===== src/rtl/pc_3gpp_enc_stage_sched.sv =====
// Stage/address scheduler for the polar encoder word-RAM datapath: one 8x8 kernel pass,
// then butterfly combine stages, with drain gaps and latency-matched write-back addresses.
module pc_3gpp_enc_stage_sched #(
  parameter int pLOG2N_MAX = 10,
  parameter int pLAT       = 2
) (
  input  logic                  iclk,
  input  logic                  ireset,
  input  logic                  isclr,
  input  logic                  iclkena,
  input  logic                  ibuf_rdy,
  input  logic                  obuf_rdy,
  input  logic [3:0]            ilog2n,
  output logic                  ord,
  output logic                  okernel,
  output logic [3:0]            ostage,
  output logic [pLOG2N_MAX-4:0] ordaddr_a,
  output logic [pLOG2N_MAX-4:0] ordaddr_b,
  output logic                  owr,
  output logic                  owkernel,
  output logic [pLOG2N_MAX-4:0] owraddr_a,
  output logic [pLOG2N_MAX-4:0] owraddr_b,
  output logic                  obusy,
  output logic                  odone
);

  localparam int AW = pLOG2N_MAX - 3;
  localparam int DW = (pLAT > 1) ? $clog2(pLAT) : 1;

  localparam logic [3:0]    LMin    = 4'd5;
  localparam logic [3:0]    LMax    = 4'(pLOG2N_MAX);
  localparam logic [DW-1:0] DrnLast = DW'(pLAT - 1);
  localparam logic [DW-1:0] OneD    = 1;
  localparam logic [AW:0]   OneW    = 1;
  localparam logic [AW-1:0] OneA    = 1;

  typedef enum logic [2:0] {StIdle, StKernel, StDrain, StComb, StDone} state_e;

  state_e          state_q, state_d;
  logic [AW-1:0]   cnt_q, cnt_d;
  logic [DW-1:0]   drn_q, drn_d;
  logic [3:0]      stage_q, stage_d;
  logic [3:0]      log2n_q, log2n_d;
  logic [3:0]      l_clamp;
  logic [AW:0]     w_full;
  logic [AW-1:0]   w_last, h_last;
  logic [AW-1:0]   ra_q, ra_d, rb_q, rb_d;
  logic [3:0]      k_d;
  logic [AW-1:0]   kmask, kbit, ins_a;

  logic [pLAT-1:0]         wv_q, wk_q;
  logic [pLAT-1:0][AW-1:0] wa_q, wb_q;

  // W words per block; w_full is one bit wider so W = 2^AW does not wrap to zero.
  assign w_full = OneW << (log2n_q - 4'd3);
  assign w_last = AW'(w_full - OneW);
  assign h_last = AW'((w_full >> 1) - OneW);

  always_comb begin
    l_clamp = ilog2n;
    if (ilog2n < LMin) begin
      l_clamp = LMin;
    end else if (ilog2n > LMax) begin
      l_clamp = LMax;
    end
  end

  always_comb begin
    state_d = state_q;
    cnt_d   = cnt_q;
    drn_d   = drn_q;
    stage_d = stage_q;
    log2n_d = log2n_q;
    case (state_q)
      StIdle: begin
        if (ibuf_rdy && obuf_rdy) begin
          state_d = StKernel;
          cnt_d   = '0;
          stage_d = '0;
          log2n_d = l_clamp;
        end
      end
      StKernel: begin
        if (cnt_q == w_last) begin
          state_d = StDrain;
          cnt_d   = '0;
          drn_d   = '0;
        end else begin
          cnt_d = cnt_q + OneA;
        end
      end
      StDrain: begin
        if (drn_q == DrnLast) begin
          cnt_d = '0;
          if (stage_q == 4'd0) begin
            state_d = StComb;
            stage_d = 4'd3;
          end else if (stage_q < log2n_q - 4'd1) begin
            state_d = StComb;
            stage_d = stage_q + 4'd1;
          end else begin
            state_d = StDone;
          end
        end else begin
          drn_d = drn_q + OneD;
        end
      end
      StComb: begin
        if (cnt_q == h_last) begin
          state_d = StDrain;
          cnt_d   = '0;
          drn_d   = '0;
        end else begin
          cnt_d = cnt_q + OneA;
        end
      end
      StDone:  state_d = StIdle;
      default: state_d = StIdle;
    endcase
    if (isclr) begin
      state_d = StIdle;
      cnt_d   = '0;
      drn_d   = '0;
      stage_d = '0;
      log2n_d = '0;
    end
  end

  // Pair index p becomes word A by inserting a 0 at bit k; B sets that bit.
  always_comb begin
    k_d   = stage_d - 4'd3;
    kmask = (OneA << k_d) - OneA;
    kbit  = OneA << k_d;
    ins_a = ((cnt_d >> k_d) << (k_d + 4'd1)) | (cnt_d & kmask);
    ra_d  = ra_q;
    rb_d  = rb_q;
    if (state_d == StKernel) begin
      ra_d = cnt_d;
      rb_d = cnt_d;
    end else if (state_d == StComb) begin
      ra_d = ins_a;
      rb_d = ins_a | kbit;
    end
    if (isclr) begin
      ra_d = '0;
      rb_d = '0;
    end
  end

  always_ff @(posedge iclk or posedge ireset) begin
    if (ireset) begin
      state_q <= StIdle;
      cnt_q   <= '0;
      drn_q   <= '0;
      stage_q <= '0;
      log2n_q <= '0;
      ra_q    <= '0;
      rb_q    <= '0;
    end else if (iclkena || isclr) begin
      state_q <= state_d;
      cnt_q   <= cnt_d;
      drn_q   <= drn_d;
      stage_q <= stage_d;
      log2n_q <= log2n_d;
      ra_q    <= ra_d;
      rb_q    <= rb_d;
    end
  end

  always_ff @(posedge iclk or posedge ireset) begin
    if (ireset) begin
      wv_q <= '0;
      wk_q <= '0;
      wa_q <= '0;
      wb_q <= '0;
    end else if (isclr) begin
      wv_q <= '0;
      wk_q <= '0;
      wa_q <= '0;
      wb_q <= '0;
    end else if (iclkena) begin
      wv_q[0] <= ord;
      wk_q[0] <= okernel;
      wa_q[0] <= ra_q;
      wb_q[0] <= rb_q;
      for (int i = 1; i < pLAT; i++) begin
        wv_q[i] <= wv_q[i-1];
        wk_q[i] <= wk_q[i-1];
        wa_q[i] <= wa_q[i-1];
        wb_q[i] <= wb_q[i-1];
      end
    end
  end

  assign ord       = (state_q == StKernel) || (state_q == StComb);
  assign okernel   = (state_q == StKernel);
  assign ostage    = stage_q;
  assign ordaddr_a = ra_q;
  assign ordaddr_b = rb_q;
  assign obusy     = (state_q != StIdle);
  assign odone     = (state_q == StDone);
  assign owr       = wv_q[pLAT-1];
  assign owkernel  = wk_q[pLAT-1];
  assign owraddr_a = wa_q[pLAT-1];
  assign owraddr_b = wb_q[pLAT-1];

endmodule


===== config.mk =====
export PLATFORM = sky130hd
export DESIGN_NAME = pc_3gpp_enc_stage_sched
export DESIGN_NICKNAME = d
export VERILOG_FILES = /design/src/rtl/pc_3gpp_enc_stage_sched.sv
export SDC_FILE = /design/constraint.sdc
export NUM_CORES = 1
export LEC_CHECK = 0
export BUFFER_PORTS_ARGS = -buffer_cell sky130_fd_sc_hd__buf_2
export CAP_MARGIN = 20
export CORE_MARGIN = 1.5
export CORE_UTILIZATION = 50
export DETAILED_ROUTE_END_ITERATION = 10
export HOLD_SLACK_MARGIN = 0.15
export PLACE_DENSITY_LB_ADDON = 0.1
export SYNTH_ARGS = -nofsm -noshare
export SYNTH_HDL_FRONTEND = slang
export SYNTH_SLANG_ARGS = --single-unit
export TNS_END_PERCENT = 100

===== constraint.sdc =====
create_clock -name iclk -period 15.5 [get_ports iclk]
set_input_delay 0 -clock iclk [delete_from_list [all_inputs] [get_ports iclk]]
set_output_delay 0 -clock iclk [all_outputs]
set_load 0.005 [all_outputs]

==> results.txt <==
Vias per cell - 6.39
Nets - 745
Period Utilization, post-route - 0.391
Core area - 11000 µm²
WP data arrival - 6.33 ns
R2r setup slk - 9.44 ns
Slew Limit Headroom - 0.359
Worst-Margin Slew - 0.962 ns
Post-synthesis cell count - 707
Synthesized area - 5740 µm²
Status - finished, final reports clean
CP Max Fanout - 21
Synth-to-Final Area Change - 8.92%
Initial Util - 0.520
Hold/Removal Path Class - input pin to flip-flop
Leakage - 2.80 nW
Worst setup path start - log2n_q[2]
Final Slew Violations - 0
Setup Skew - 0.00627 ns
Cts bufs inserted - 9
Critical path startpoint category - flip-flop
Vias after detailed routing - 5485
Unrepaired setup endpoints after global routing - no
Grt ovf - 0
Die area - 12100 µm²
Buffers on Ports - 47
Syn nets - 738
Hold Path Origin - ibuf_rdy
Antenna violations before repair - 0
PwrDens - 74.2 nW/µm²
Area leader, netlist - dfrtp_1
Most numerous cell in the Yosys netlist - nor2_1
Max Freq - 165 MHz
Max H-tree Level - 3
Final setup vio count - 0
Post-Route WL - 17000 µm
CTS root buffer - clkbuf_16
Hold path cells - 5
CTS clk-pin slew, worst paths - 0.06 ns
Crit. End Element - flip-flop
Main synth FF type - dfrtp_1
VDD IR-drop max - 0.0000852 V
DR iter-0 viols - 505
R2r startpoint - log2n_q[2]
Max incr delay on CP - 0.88 ns
Min Tclk post-route - 6.06 ns
Post-synth EDFFs - 0
Register bit total from synthesis - 65
Worst Hold Path EP - log2n_q[2]
First-pass GRT wire length - 27600 µm
Overall Global Routing Usage - 0.298
CP Cell Sequence - nor3_1, xnor2_1, ha_1, o21a_1, a2bb2oi_1, a2111oi_0, buf_4, o21ai_2, clkinv_1, ha_1, inv_1, o31ai_1, mux2i_1, xnor2_1, nand2b_1, nand2_1, a31oi_1, nor4bb_1, o2111ai_1, nand3_1
Cell row count - 38
Hold WS - 0.204 ns
Asr flop ratio synth - 1.00
Mean Syn Cell Area - 8.11 µm²
Latest clock arrival within the worst-skew pair - 0.34 ns
Vias in the first global route - 5184
Synth area leaders - dfrtp_1 28%, mux2i_1 6.5%, nor2_1 5.3%
Routability cong. - 0.935
R2R Path End - ordaddr_a[6]
DIE WIDTH - 110 µm
Diode count - 0
Netlist cell types - 89
I/O Pins - 48
Required @ worst endpoint - 15.77 ns
WS Path Type - flip-flop to flip-flop
Seq/Total Area, Yosys - 0.284
CTS sink cnt - 65
First-pass DRT Iterations - 7
TNS Setup - 0 ns
Drt wl/cell - 19.8 µm
Pin count of the biggest net entering global routing - 66
Share of layout cells above drive strength 1 - 0.134
Cell family with most CP delay - compound AO/OA/AOI/OAI gates
Remaining antenna violation count after routing - 0
Crit path buf inv count - 3
Die Y - 110 µm
Post-cts sizing count - 0
CTS max path bufs - 2
CTS tree - built
Max cap viols - 0
Final hold vios - 0
DRC viols - 0
Share of Yosys cell area claimed by the top area cell type - 0.284
HPWL after detailed placement - 12300 µm
Yosys warns - 0
CP max-delay cell - dfrtp_1
R2R cell count - 20
Post-synth top cells - 81 x nor2_1, 70 x nand2_1, 65 x dfrtp_1
-- cells by family after synthesis --
kind of cell               Yosys count  share of synthesized area
AOI/OAI and AO/OA                  190                      0.248
xor gates and xnor gates            21                     0.0321
adders and majority gates           21                     0.0458
buffers and inverters               91                     0.0766
DFF                                 65                      0.284
muxes                               37                     0.0646
and+or+nand+nor                    282                      0.249
-- per-stage QoR --
| step | power, mW | cells | util | worst slack [ns] | instance area [µm²] |
|---|---|---|---|---|---|
| detailed placement | 0.256 | 833 | 0.530 | 9.65 | 5840 |
| global placement | 0.256 | 832 | 0.529 | 9.45 | 5830 |
| global route | 0.483 | 859 | 0.566 | 9.03 | 6250 |
| floorplan | 0.237 | 707 | - | 10.47 | 5740 |
| finish | 0.464 | 859 | 0.566 | 9.44 | 6250 |
| CTS | 0.467 | 859 | 0.566 | 9.58 | 6250 |
-- worst max-delay path by stage --
| stage | end | slack, ns | depth (start not counted) |
|---|---|---|---|
| after floorplan | ordaddr_b[3] | 10.47 | 24 |
| final | ordaddr_a[6] | 9.44 | 20 |
| after global placement | ordaddr_b[1] | 9.45 | 18 |
| after global routing | ordaddr_a[6] | 9.03 | 21 |
| after detailed placement | ordaddr_b[1] | 9.65 | 19 |
| after CTS | ordaddr_b[1] | 9.58 | 19 |
-- final cells by class --
class	count	area, µm²
multi-input cells	551	3670
flip-flops and latches	65	1630
clock buffers	10	239
inverters	24	90.1
fillers	1025	4780
well taps	140	175
clock inverters	6	66.3
repair buffers	63	380
-- tightest hold or removal path, delay by kind of cell --
kind | cells | cell delay (ns)
AO/OA/AOI/OAI | 1 | 0.06
buffers and inverters | 1 | 0.12
AND/OR/NAND/NOR | 3 | 0.33
-- placed cells by master, fill, tap and decap left out, drive strengths merged, types with 8 or more instances in the layout --
| cell type | n |
|---|---|
| a211oi | 13 |
| a21oi | 34 |
| a311oi | 10 |
| a31oi | 11 |
| buf | 53 |
| clkbuf | 10 |
| dfrtp | 65 |
| dlygate4sd3 | 10 |
| ha | 21 |
| inv | 24 |
| mux2i | 37 |
| nand2 | 70 |
| nand3 | 25 |
| nor2 | 82 |
| nor2b | 10 |
| nor3 | 22 |
| nor4 | 8 |
| o211ai | 9 |
| o21ai | 35 |
| or3 | 8 |
| xnor2 | 16 |
-- per-layer routing --
layer / track usage / vias up / wire (µm)
met2: 0.463 / 193 / 7730
li1: - / 2607 / -
met1: 0.420 / 2658 / 7990
met4: 0.0815 / 0 / 286
met5: 0 / - / 0
met3: 0.0617 / 27 / 1010
-- registers in the layout (all words and copies together), names as in the netlist --
register / flops
wv_q: 2
wk_q: 2
cnt_q: 7
state_q: 3
ostage: 4
wa_q: 7
wb_q: 7
owraddr_b: 7
log2n_q: 4
owraddr_a: 7
ordaddr_b: 7
drn_q: 1
ordaddr_a: 7
-- power by group --
group	switching, mW	internal [mW]	leakage (nW)
combinational	0.0490	0.0271	1.76
sequential	0.00745	0.173	0.899
clock	0.0779	0.129	0.141
total	0.134	0.329	2.80
-- what timing repair did --
item / in CTS / in global routing
buffers inserted: 0 / 0
hold buffers: 10 / 0
endpoints found under the hold margin: 69 / 0
(Power assumes the default switching activity.)
